**src/rtl/rgb_chain_pkg.sv**
```systemverilog
// rgb_chain_pkg: FSM states, GRB field offsets and ns-to-cycle rounding for the RGB chain driver
package rgb_chain_pkg;
  typedef enum logic [1:0] {IDLE, FETCH, SEND, LATCH} state_t;
  localparam int G_OFS = 16;
  localparam int R_OFS = 8;
  localparam int B_OFS = 0;
  localparam int PIX_MSB = G_OFS + 7;
  function automatic int ns_to_cyc(input longint clk_hz, input longint ns);
    return int'((clk_hz / 1000 * ns + 500_000) / 1_000_000);
  endfunction
endpackage

```
**src/rtl/rgb_bit_encoder.sv**
```systemverilog
// rgb_bit_encoder: strobe loads one bit; drives dat high T1H/T0H cycles then low to BIT_CYC, bit_done on last cycle
module rgb_bit_encoder #(
  parameter int BIT_CYC = 63,
  parameter int T0H_CYC = 20,
  parameter int T1H_CYC = 40
) (
  input  logic clk,
  input  logic rst,
  input  logic strobe,
  input  logic bit_val,
  output logic dat,
  output logic bit_done
);
  localparam int CW = $clog2(BIT_CYC + 1);
  logic [CW-1:0] cnt, hi;
  logic active;
  assign bit_done = active && cnt == CW'(BIT_CYC - 1);
  always_ff @(posedge clk or posedge rst)
    if (rst) begin
      active <= 1'b0;
      cnt <= '0;
      hi <= '0;
      dat <= 1'b0;
    end else if (strobe) begin
      active <= 1'b1;
      cnt <= '0;
      hi <= bit_val ? CW'(T1H_CYC) : CW'(T0H_CYC);
      dat <= 1'b1;
    end else if (active) begin
      cnt <= cnt + 1'b1;
      dat <= (cnt + 1'b1) < hi;
      active <= !bit_done;
    end
endmodule

```
**src/rtl/rgb_chain_driver.sv**
```systemverilog
// rgb_chain_driver: frames NUM_LEDS GRB pixels (PIX_DATA/PIX_VALID/PIX_READY) onto RGB_DAT with prefetch, underrun abort and latch gap (BUSY/DONE/UNDERRUN)
module rgb_chain_driver
  import rgb_chain_pkg::*;
#(
  parameter int CLK_HZ   = 50_000_000,
  parameter int NUM_LEDS = 8,
  parameter int T0H_NS   = 400,
  parameter int T1H_NS   = 800,
  parameter int BIT_NS   = 1250,
  parameter int RESET_US = 80
) (
  input  logic        CLK,
  input  logic        RST,
  input  logic        START,
  input  logic [23:0] PIX_DATA,
  input  logic        PIX_VALID,
  output logic        PIX_READY,
  output logic        RGB_DAT,
  output logic        BUSY,
  output logic        DONE,
  output logic        UNDERRUN
);
  localparam int T0H_CYC = ns_to_cyc(CLK_HZ, T0H_NS);
  localparam int T1H_CYC = ns_to_cyc(CLK_HZ, T1H_NS);
  localparam int BIT_CYC = ns_to_cyc(CLK_HZ, BIT_NS);
  localparam int RESET_CYC = ns_to_cyc(CLK_HZ, RESET_US * 1000);
  localparam int UNDERRUN_CYC = RESET_CYC / 2;
  localparam int NW = $clog2(NUM_LEDS + 1);
  localparam int UW = $clog2(UNDERRUN_CYC + 1);
  localparam int LW = $clog2(RESET_CYC + 1);
  state_t state;
  logic [23:0] hold, shift;
  logic full, strobe, bit_val, bit_done, last, take;
  logic [NW-1:0] req, sent, sent_nx;
  logic [4:0] bit_idx;
  logic [UW-1:0] wait_cnt;
  logic [LW-1:0] latch_cnt;
  always_comb begin
    last = bit_idx == 5'(B_OFS);
    sent_nx = sent + 1'b1;
    strobe = (state == FETCH && full) ||
             (state == SEND && bit_done && (!last || (sent_nx != NW'(NUM_LEDS) && full)));
    bit_val = (state == SEND && !last) ? shift[PIX_MSB-1] : hold[PIX_MSB];
    PIX_READY = !full && BUSY && req < NW'(NUM_LEDS);
    take = PIX_VALID && PIX_READY;
  end
  always_ff @(posedge CLK or posedge RST)
    if (RST) begin
      state <= IDLE;
      hold <= '0;
      shift <= '0;
      full <= 1'b0;
      req <= '0;
      sent <= '0;
      bit_idx <= '0;
      wait_cnt <= '0;
      latch_cnt <= '0;
      BUSY <= 1'b0;
      DONE <= 1'b0;
      UNDERRUN <= 1'b0;
    end else begin
      DONE <= 1'b0;
      UNDERRUN <= 1'b0;
      if (take) begin
        hold <= PIX_DATA;
        full <= 1'b1;
        req <= req + 1'b1;
      end
      case (state)
        IDLE: if (START) begin
          state <= FETCH;
          BUSY <= 1'b1;
          full <= 1'b0;
          req <= '0;
          sent <= '0;
          wait_cnt <= '0;
        end
        FETCH: if (full) begin
          shift <= hold;
          full <= 1'b0;
          bit_idx <= 5'(PIX_MSB);
          state <= SEND;
        end else if (wait_cnt == UW'(UNDERRUN_CYC - 1)) begin
          // abandon the frame: saturating req keeps PIX_READY low and drops any same-cycle load
          UNDERRUN <= 1'b1;
          req <= NW'(NUM_LEDS);
          full <= 1'b0;
          latch_cnt <= '0;
          state <= LATCH;
        end else wait_cnt <= wait_cnt + 1'b1;
        SEND: if (bit_done) begin
          if (!last) begin
            shift <= shift << 1;
            bit_idx <= bit_idx - 1'b1;
          end else begin
            sent <= sent_nx;
            if (sent_nx == NW'(NUM_LEDS)) begin
              latch_cnt <= '0;
              state <= LATCH;
            end else if (full) begin
              shift <= hold;
              full <= 1'b0;
              bit_idx <= 5'(PIX_MSB);
            end else begin
              wait_cnt <= '0;
              state <= FETCH;
            end
          end
        end
        LATCH: if (latch_cnt == LW'(RESET_CYC - 1)) begin
          state <= IDLE;
          BUSY <= 1'b0;
          DONE <= 1'b1;
        end else latch_cnt <= latch_cnt + 1'b1;
      endcase
    end
  rgb_bit_encoder #(.BIT_CYC(BIT_CYC), .T0H_CYC(T0H_CYC), .T1H_CYC(T1H_CYC)) enc (
    .clk(CLK),
    .rst(RST),
    .strobe(strobe),
    .bit_val(bit_val),
    .dat(RGB_DAT),
    .bit_done(bit_done)
  );
endmodule
```
**config.mk**
```make
export PLATFORM = sky130hd
export DESIGN_NAME = rgb_chain_driver
export DESIGN_NICKNAME = d
export VERILOG_FILES = /design/src/rtl/rgb_chain_pkg.sv /design/src/rtl/rgb_bit_encoder.sv /design/src/rtl/rgb_chain_driver.sv
export SDC_FILE = /design/constraint.sdc
export NUM_CORES = 1
export LEC_CHECK = 0
export ABC_AREA = 0
export CELL_PAD_IN_SITES_DETAIL_PLACEMENT = 1
export CELL_PAD_IN_SITES_GLOBAL_PLACEMENT = 2
export CORE_UTILIZATION = 41
export DETAILED_ROUTE_END_ITERATION = 16
export GPL_TIMING_DRIVEN = 0
export HOLD_SLACK_MARGIN = 0.03
export PLACE_DENSITY_LB_ADDON = 0.08
export SETUP_SLACK_MARGIN = 0.15
export SKIP_LAST_GASP = 1
export SLEW_MARGIN = 20
export SYNTH_ARGS = -nofsm -noshare
export SYNTH_HDL_FRONTEND = slang
export SYNTH_HIERARCHICAL = 1
export SYNTH_SLANG_ARGS = --single-unit
export TNS_END_PERCENT = 10
```
**constraint.sdc**
```tcl
create_clock -name CLK -period 6.9 [get_ports CLK]
set_clock_uncertainty 0.15 [all_clocks]
set_input_delay 1.035 -clock CLK [delete_from_list [all_inputs] [get_ports CLK]]
set_output_delay 1.035 -clock CLK [all_outputs]
set_load 0.01 [all_outputs]
```
==> run metrics, run 1 <==
Max Clk Rate=0.2984 GHz; Final nets=659; clock period minus worst slack=3352 ps; busiest grt layer=met2; # port buffers=32; initial antenna violation count=0; fin. max-slew vios=0; setup violators final=0; grt met2 use=38.04%; Gate power share=2.5%; Hold Fails Final Rpt=0; DRC violations left=0; core area=12,620 sq um; global-route wire length before repair=23,590 um; Core Rows=41; GPL Wtd Cong=0.7873; I/O pin cnt=33; fin crit share=48.58%; global routing usage on met1=30.39%; die height=115.7 um; Clock Latency Late Sink=360 ps; Starting Density=41.99%; Initial DRC Count=196; share of cells above drive strength 1=8.078%; Core Util, Final=49.12%; Yosys Warn Count=6; critical path fanouts, max=10; status=complete, no violations; PwrDens=190.6 nW/um^2; ant diodes=0; Multi-input gate area=2506 sq um; flip-flop and latch area=2477 sq um; TritonCTS clock tree=built; Critical Path AT=3410 ps; ys async rst share=100.0%; P&R area growth vs syn=16.98%; WP data required=6960 ps; WL final=13,830 um; via count=4,430; gr usage total=22.94%; synthesized area per cell=9.280 sq um; Psw=0.2344 mW; Reg power frac=49.1%; largest net degree at the start of global routing=64; full die area=13,380 sq um; syn_nets=615; Sw Ratio=19.84%; WL per Instance=17.48 um; grt total ovfl=0; Hold Path Class=flip-flop to flip-flop; GR Layer Usage met3=4.603%; Post-Synthesis Cells=571; Max-Cap Viols=0; Die X=115.7 um; layout filler cell count=1,477; Setup TNS Final=0 ps; Placed Area=5867 sq um; critical path cell sequence=ha_1 > or2_1 > o21ai_1 > a31o_1 > clkbuf_1 > clkbuf_1 > nor2_1 > o21ai_0 > o21ai_0 > clkbuf_1 > nand2_1 > o21ai_0; Static Leak=2.685 nW; Worst path max stage delay=530 ps; vias in the first global route=4,606; Crit-path slowest cell=clkbuf_1; Vias/cell=5.601; Sink Count=99; post-CTS sizing=0; post-CTS setup buffer count=0; CP endpoint kind=flip-flop; EDFF count, synth=0; CTS buffer count=9; CP Class=flip-flop to flip-flop; Synth cell types=57; clk root buf=clkbuf_16; design area=6198 sq um; Routed Antenna Nets=0; Cell Area, Synth=5299 sq um; H-tree Lvls=3; DRT Pass-1 Iters=4; clock group share of total power=48.4%; Seq/Total Area, Yosys=46.75%; #FFs+latches synth=99; maximum vdd drop=121.6 uV; Clock Path Buffers=2; post-detail-place hpwl=9631 um; clk slew on worst S/H paths=60 ps; relative slew slack=52.06%; RSZ-0062 raised after global routing=false; hold_buf cts=0; Internal=0.9472 mW; total chip power=1.182 mW; worst hold slack=352.3 ps; Most used DFF post-synth=dfrtp_1; actual slew at the worst max-slew pin=719.1 ps; CP Launch Type=flip-flop
[cell type report]
class | instances | area share (%)
buffer | 30 | 1.938
inverter | 52 | 3.230
clock inverter | 5 | 1.655
sequential | 99 | 39.97
timing repair buffer | 33 | 5.612
multi-input combinational | 390 | 40.43
clock buffer | 10 | 3.694
tap | 172 | 3.472
[worst paths after layout]
path | depth (start not counted) | end | start | slack, ps
max | 12 | enc/hi[3] | sent[0] | 3550
min | 1 | latch_cnt[10] | latch_cnt[10] | 350
max reg2reg | 12 | enc/hi[3] | sent[0] | 3550
min reg2reg | 1 | latch_cnt[10] | latch_cnt[10] | 350
max in group asynchronous | 3 | hold[3] | RST | 5100
min in group asynchronous | 2 | wait_cnt[3] | RST | 890
[critical path: cells and delay by family (launching register included)]
kind	cells	cell delay [ps]
AO/OA/AOI/OAI	5	670
flip-flops	1	440
AND/OR/NAND/NOR	3	460
adder cells (fa/ha/maj)	1	260
buffers and inverters	3	1230
[kinds of logic after synthesis]
kind of cell    share of synthesized area (%)
flops                                   46.75
simple gates                            16.58
buf+inv                                 5.950
mux                                     3.542
fa+ha+maj                               3.778
xor+xnor                                1.653
compound gates                          21.75
[placed cells by master (no fill, tap or decap), drive strengths merged, types with 2 or more instances in the layout]
| cell type | instances |
|---|---|
| o41ai | 5 |
| xnor2 | 6 |
| bufinv | 3 |
| nor2 | 23 |
| o221ai | 25 |
| a211oi | 4 |
| xor2 | 4 |
| nor3b | 2 |
| or3 | 6 |
| buf | 6 |
| o31ai | 24 |
| o211ai | 3 |
| dfrtp | 99 |
| nand2 | 65 |
| a21o | 2 |
| nand4 | 8 |
| nand2b | 4 |
| mux2i | 3 |
| nor3 | 15 |
| ha | 16 |
| clkdlybuf4s50 | 32 |
| and3 | 4 |
| nand3 | 23 |
| nand4b | 3 |
| clkbuf | 35 |
| or2 | 5 |
| o21ai | 69 |
| mux2 | 14 |
| a31oi | 7 |
| a21oi | 21 |
| o22a | 2 |
| and2 | 12 |
| o21a | 3 |
| inv | 52 |
[cells in the mapped netlist, drive strengths merged, types with 5 or more instances]
master  number  area, sq um
o41ai        5        58.81
or2          5        31.28
clkbuf      25        93.84
ha          16        200.2
o21ai       69        345.3
nand3       23        120.1
o31ai       24        205.2
a21oi       21        105.1
dfrtp       99         2477
buf          5        26.27
and2        12        75.08
a31oi        7        43.79
nand4        8        50.05
mux2        14        157.7
o221ai      25        225.2
inv         52        195.2
nand2       65        246.5
nor3        15        80.08
nor2        23        86.33
or3          6        37.54
xnor2        6        52.55
[stage by stage]
step / worst slack, ps / cells
6_report: 3548 / 791
4_1_cts: 3510 / 791
3_5_place_dp: 3527 / 776
2_1_floorplan: 3408 / 571
3_3_place_gp: 1764 / 775
5_1_grt: 3167 / 791
[state kept, by name, indices dropped and copies added (netlist names)]
signal / count
latch_cnt: 12
sent: 4
state: 2
UNDERRUN: 1
wait_cnt: 11
DONE: 1
full: 1
enc/hi: 2
req: 4
hold: 24
shift: 23
BUSY: 1
enc/active: 1
bit_idx: 5
enc/dat: 1
enc/cnt: 6
[metal layers]
metal / part of all wire, % / vias up / wire length [um]
li1: - / 2140 / -
met1: 48 / 2227 / 6663
met2: 48 / 52 / 6626
met3: 2.6 / 11 / 366
met4: 1.2 / 0 / 168
met5: 0 / - / 0
[power by group through the flow]
stage               clock network, mW  registers (mW)  logic [mW]
finish                          0.572           0.580      0.0297
global route                    0.605           0.580      0.0335
CTS                             0.587           0.580      0.0310
detailed placement                  0           0.591      0.0307
global placement                    0           0.591      0.0279
floorplan                           0           0.591     0.00864
Power figures use the tool's default switching activity.
==> inputs of run 2 (changes only) <==
--- a/config.mk
+++ b/config.mk
@@ -8,7 +8,7 @@
 export ABC_AREA = 0
 export CELL_PAD_IN_SITES_DETAIL_PLACEMENT = 1
 export CELL_PAD_IN_SITES_GLOBAL_PLACEMENT = 2
-export CORE_UTILIZATION = 41
+export CORE_UTILIZATION = 34
 export DETAILED_ROUTE_END_ITERATION = 16
 export GPL_TIMING_DRIVEN = 0
 export HOLD_SLACK_MARGIN = 0.03
==> constraint.sdc (replaced) <==
create_clock -name CLK -period 2.7 [get_ports CLK]
set_clock_uncertainty 0.15 [all_clocks]
set_input_delay 0.405 -clock CLK [delete_from_list [all_inputs] [get_ports CLK]]
set_output_delay 0.405 -clock CLK [all_outputs]
set_load 0.01 [all_outputs]
==> run 2 against run 1 <==
Effect of this change: die area increased by 20%; sequential cell count unchanged; cell count grew 3.9%; core utilization shrank 6.0 points; critical endpoint is now wait_cnt[5].
==> run metrics, run 2 (synthesized netlist as in run 1, its figures left out) <==
Reg power frac=47.9%; commonest non-fill, non-tap cell in the layout=dfrtp_1; I/O pin cnt=33; DRC violations left=0; Worst Slack Setup Final=111.8 ps; clk root buf=clkbuf_16; Max-Cap Viols=0; R2R Setup Slk=110 ps; Routed Antenna Nets=0; CTS buffer count=9; CP Launch Type=flip-flop; Die X=126.8 um; clock group share of total power=49.5%; Top reg by flops=hold; layout filler cell count=1,727; fin. max-slew vios=0; clock period minus worst slack=2588 ps; critical path fanouts, max=10; Starting Density=34.86%; status=complete, no violations; Gate power share=2.7%; Max Clk Rate=0.3864 GHz; TritonCTS clock tree=built; max reg flops=24; Clock Path Buffers=2; Worst path max stage delay=530 ps; top flop regs=hold x24, shift x23, latch_cnt x12; post-detail-place hpwl=10,020 um; Initial DRC Count=213; design area=6558 sq um; Hold Path Class=input pin to asynchronous set/reset pin; DRT Pass-1 Iters=6; WL final=14,690 um; GPL Wtd Cong=0.7599; WP data required=2810 ps; Vias/cell=5.451; initial antenna violation count=0; vias in the first global route=4,701; CP endpoint kind=flip-flop; Worst Path Buf+Inv=2; H-tree Lvls=3; Internal=2.459 mW; RSZ-0062 raised after global routing=true; Sw Ratio=20.56%; relative slew slack=62.11%; PwrDens=471.9 nW/um^2; largest net degree at the start of global routing=32; share of cells above drive strength 1=16.72%; actual slew at the worst max-slew pin=568.3 ps; delay-heaviest family, CP=simple AND/OR/NAND/NOR gates; die height=126.8 um; setup violators final=0; Final nets=673; ant diodes=0; Core Rows=45; core area=15,200 sq um; P&R area growth vs syn=23.75%; Sink Count=99; Placed Area=5918 sq um; Static Leak=2.848 nW; global-route wire length before repair=25,140 um; full die area=16,090 sq um; # port buffers=32; WL per Instance=17.87 um; clk slew on worst S/H paths=70 ps; Clock Latency Late Sink=360 ps; Psw=0.6362 mW; via count=4,481; grt total ovfl=0; Crit-path slowest cell=or4b_4; Critical Path AT=2700 ps; Hold Fails Final Rpt=0; fin crit share=95.86%; critical path cell sequence=inv_1 > ha_1 > or4b_4 > nand2_8 > o211ai_1 > a221o_1 > or2_0 > buf_6 > o31ai_2; maximum vdd drop=284.8 uV; gr usage total=19.97%; most frequent cells in the layout=93 x dfrtp_1, 64 x nand2_1, 54 x o21ai_0, 51 x inv_1, 32 x clkdlybuf4s50_1; CP Class=flip-flop to flip-flop; post-placement setup slack=-681.5 ps
## run 2: metal layers
layer	GRT usage (%)	share of wire (%)	vias to the layer above
met5	0	0	-
met4	6.863	1.6	0
met3	2.952	1.7	16
met2	32.74	48	36
met1	26.94	48	2271
li1	-	-	2158
## run 2: final timing paths
path / cells after the start / start / endpoint
hold reg to reg: 1 / latch_cnt[10] / latch_cnt[10]
min in group CLK: 1 / latch_cnt[10] / latch_cnt[10]
setup reg to reg: 9 / bit_idx[0] / wait_cnt[5]
setup / recovery: 9 / bit_idx[0] / wait_cnt[5]
max in group asynchronous: 5 / RST / hold[12]
hold / removal: 2 / RST / enc/cnt[5]
## run 2: through the flow
stage | hold slack [ps] | util (%) | instances | total power, mW | setup TNS, ps
2_1_floorplan | 95.18 | - | 571 | 1.533 | 0
3_3_place_gp | 326.3 | 38.54 | 791 | 1.585 | -21590
3_5_place_dp | 327.3 | 38.93 | 794 | 1.597 | -19940
4_1_cts | 277.3 | 41.84 | 814 | 3.148 | -11.60
5_1_grt | 328.0 | 43.14 | 822 | 3.196 | -15.87
6_report | 281.0 | 43.14 | 822 | 3.095 | 0
## run 2: layout make-up
cell class	count	area (sq um)	share of cell area (%)
clock buffer	10	239.0	3.644
clock inverter	6	111.4	1.698
timing repair buffer	47	470.5	7.174
multi-input combinational	390	2620	39.95
inverter	52	198.9	3.034
buffer	30	197.7	3.015
sequential	99	2485	37.89
tap	188	235.2	3.587
## run 2: timing repair
| item | CTS | global route |
|---|---|---|
| pin swaps | 0 | 2 |
| setup buffers | 4 | 8 |
| cloned | 0 | 0 |
| gates resized for setup | 26 | 50 |
| setup endpoints to repair | 85 | 77 |
| hold buffers | 0 | 0 |
## run 2: power by group through the flow
stage	clock network (mW)	registers, mW	logic [mW]
after CTS	1.58	1.48	0.0868
after global routing	1.62	1.48	0.0935
final	1.53	1.48	0.0824
after detailed placement	0	1.51	0.0859
after global placement	0	1.51	0.0736
after floorplan	0	1.51	0.0224
==> inputs of run 3 (changes only) <==
--- a/config.mk
+++ b/config.mk
@@ -8,16 +8,14 @@
 export ABC_AREA = 0
 export CELL_PAD_IN_SITES_DETAIL_PLACEMENT = 1
 export CELL_PAD_IN_SITES_GLOBAL_PLACEMENT = 2
-export CORE_UTILIZATION = 34
+export CORE_UTILIZATION = 35
 export DETAILED_ROUTE_END_ITERATION = 16
 export GPL_TIMING_DRIVEN = 0
-export HOLD_SLACK_MARGIN = 0.03
 export PLACE_DENSITY_LB_ADDON = 0.08
 export SETUP_SLACK_MARGIN = 0.15
 export SKIP_LAST_GASP = 1
 export SLEW_MARGIN = 20
 export SYNTH_ARGS = -nofsm -noshare
 export SYNTH_HDL_FRONTEND = slang
-export SYNTH_HIERARCHICAL = 1
 export SYNTH_SLANG_ARGS = --single-unit
 export TNS_END_PERCENT = 10
==> run 3 against run 2 <==
Effect of this change: worst setup slack improved by 110 ps; via count shrank 3.3%; area after synthesis unchanged; register-to-register slack improved by 110 ps; design area is 3.2% lower; count of clock-buffer cells in the layout is 1 lower; sequential share of layout area up 1.1 points; first-iteration DRC count is 8.5% higher; sequential cell count unchanged; critical path type unchanged.
==> run metrics, run 3 <==
status=complete, no violations; gr usage total=19.55%; Routed Antenna Nets=0; clock group share of total power=46.2%; Yosys Warn Count=0; Clock Path Buffers=2; die height=125.0 um; Hold Fails Final Rpt=0; Hold Path Class=input pin to asynchronous set/reset pin; setup violators final=0; DRT Pass-1 Iters=4; Sink Count=99; Top reg by flops=hold; P&R area growth vs syn=19.81%; Final nets=621; clk slew on worst S/H paths=80 ps; initial antenna violation count=0; WL per Instance=18.73 um; Seq/Total Area, Yosys=46.75%; ys async rst share=100.0%; Clock Latency Late Sink=360 ps; Vias/cell=5.659; most frequent cells in the layout=98 x dfrtp_1, 35 x inv_1, 32 x clkdlybuf4s50_1, 31 x nand2_1, 28 x o21ai_0; DRC violations left=0; # port buffers=32; R2R Setup Slk=220 ps; Gate power share=2.9%; WL final=14,350 um; relative slew slack=60.89%; Critical R2R Capture=shift[12]; global-route wire length before repair=24,470 um; WP data required=2760 ps; Worst Slack Setup Final=217.4 ps; PwrDens=457.9 nW/um^2; top flop regs=hold x24, shift x23, latch_cnt x12; CTS buffer count=9; critical path fanouts, max=10; commonest non-fill, non-tap cell in the layout=dfrtp_1; Die X=125.0 um; Initial DRC Count=231; H-tree Lvls=3; post-synth top area cell=dfrtp_1; origin of the critical flop-to-flop path=bit_idx[1]; Worst Reg-to-Reg Cells=10; Critical Path AT=2540 ps; #FFs+latches synth=99; CP Launch Type=flip-flop; core area=14,640 sq um; most frequent cell after synthesis=dfrtp_1; fin crit share=91.95%; maximum vdd drop=311.6 uV; I/O pin cnt=33; Synth cell types=60; largest net degree at the start of global routing=31; GPL Wtd Cong=0.7518; Cell Area, Synth=5299 sq um; vias in the first global route=4,653; share of cells above drive strength 1=15.98%; actual slew at the worst max-slew pin=585.4 ps; Static Leak=2.768 nW; CP endpoint kind=flip-flop; EDFF count, synth=0; CP Class=flip-flop to flip-flop; grt total ovfl=0; via count=4,335; Setup TNS Final=0 ps; Internal=2.188 mW; Post-Synthesis Cells=526; Reg power frac=50.9%; Most used DFF post-synth=dfrtp_1; synthesized area per cell=10.07 sq um; Core Rows=44; ant diodes=0; syn_nets=570; top-area cell type share of the netlist area=46.75%; Psw=0.7190 mW; post-placement setup slack=-1.285 ps; ranking of synthesized cells by area=dfrtp_1 47%, mux2_2 5.7%, ha_1 3.8%; Max-Cap Viols=0; post-detail-place hpwl=10,120 um; clk root buf=clkbuf_16; max reg flops=24; fin. max-slew vios=0; full die area=15,640 sq um; RSZ-0062 raised after global routing=true; Sw Ratio=24.74%; Starting Density=36.18%; clock period minus worst slack=2483 ps; TritonCTS clock tree=built; Synth top cells by count=99 x dfrtp_1, 38 x inv_1, 31 x nand2_1, 29 x o21ai_0; Max Clk Rate=0.4028 GHz
==> run 3: changes by cell type after synthesis, moves of 7 or more <==
cell	delta
o21ai_0	-27
nand2_1	-33
o31ai_1	-14
mux2_2	+13
a32oi_1	+22
o221ai_1	-14
a21oi_1	-12
nor3_1	-8
inv_1	-14
o21ai_1	-11
and2_1	-7
o22ai_1	+21
==> run 3: power by group through the flow <==
stage,Clock (mW),Sequential (mW),Combinational [mW]
after floorplan,0,1.51,0.0224
after global placement,0,1.51,0.0735
after detailed placement,0,1.51,0.0869
after CTS,1.39,1.48,0.0871
after global routing,1.43,1.48,0.0922
final,1.34,1.48,0.0834
==> run 3: cells by family after synthesis <==
logic type	share of synthesized area, %
AOI/OAI and AO/OA	20.17
xor gates and xnor gates	1.653
adders and majority gates	3.778
buffers and inverters	5.620
DFF	46.75
muxes	6.116
and+or+nand+nor	15.92
==> run 3: final cells by class <==
cell class / count / area, sq um
Timing Repair Buffer: 40 / 425.4
Fill cell: 1637 / 8295
Tap cell: 184 / 230.2
Clock buffer: 9 / 225.2
Clock inverter: 7 / 77.57
Multi-Input combinational cell: 355 / 2586
Buffer: 34 / 175.2
Sequential cell: 99 / 2479
Inverter: 38 / 150.1
==> run 3: worst max path at each step <==
stage | startpoint | end | slack (ps)
2_1_floorplan | latch_cnt[0] | latch_cnt[4] | 430
3_3_place_gp | RST | wait_cnt[3] | -210
3_5_place_dp | sent[0] | shift[1] | -1
4_1_cts | state[1] | latch_cnt[4] | 90
5_1_grt | bit_idx[1] | shift[12] | 20
6_report | bit_idx[1] | shift[12] | 220
==> run 3: worst max-delay path, stage by stage, from the launching register on <==
cell	delay [ps]
dfrtp_1	390
inv_1	100
ha_1	160
or4b_1	450
buf_6	160
nand2_8	80
buf_4	180
nand2_1	130
clkbuf_4	250
o22ai_1	160
a32oi_1	140
==> run 3: per-layer routing <==
layer	vias to the layer above	GRT usage, %	wire [um]
met5	-	0	0
met4	0	4.232	146
met3	12	4.621	378
met2	49	33.13	7028
met1	2204	25.34	6798
li1	2070	-	-
==> run 3: metrics by stage <==
step	hold WS (ps)	cell area, sq um	total power [mW]	instances	utilization [%]
after floorplan	309.4	5303	1.534	526	-
after global placement	335.5	5853	1.585	742	39.97
after detailed placement	343.0	5921	1.598	745	40.43
after CTS	306.8	6238	2.960	761	42.60
after global routing	336.3	6349	3.001	766	43.35
final	298.2	6349	2.907	766	43.35
==> run 3: what timing repair did <==
action	4_1_cts	5_1_grt
hold buffers	0	0
endpoints found under the setup margin	43	67
setup buffers	0	5
pin swaps	0	1
gates resized for setup	9	26
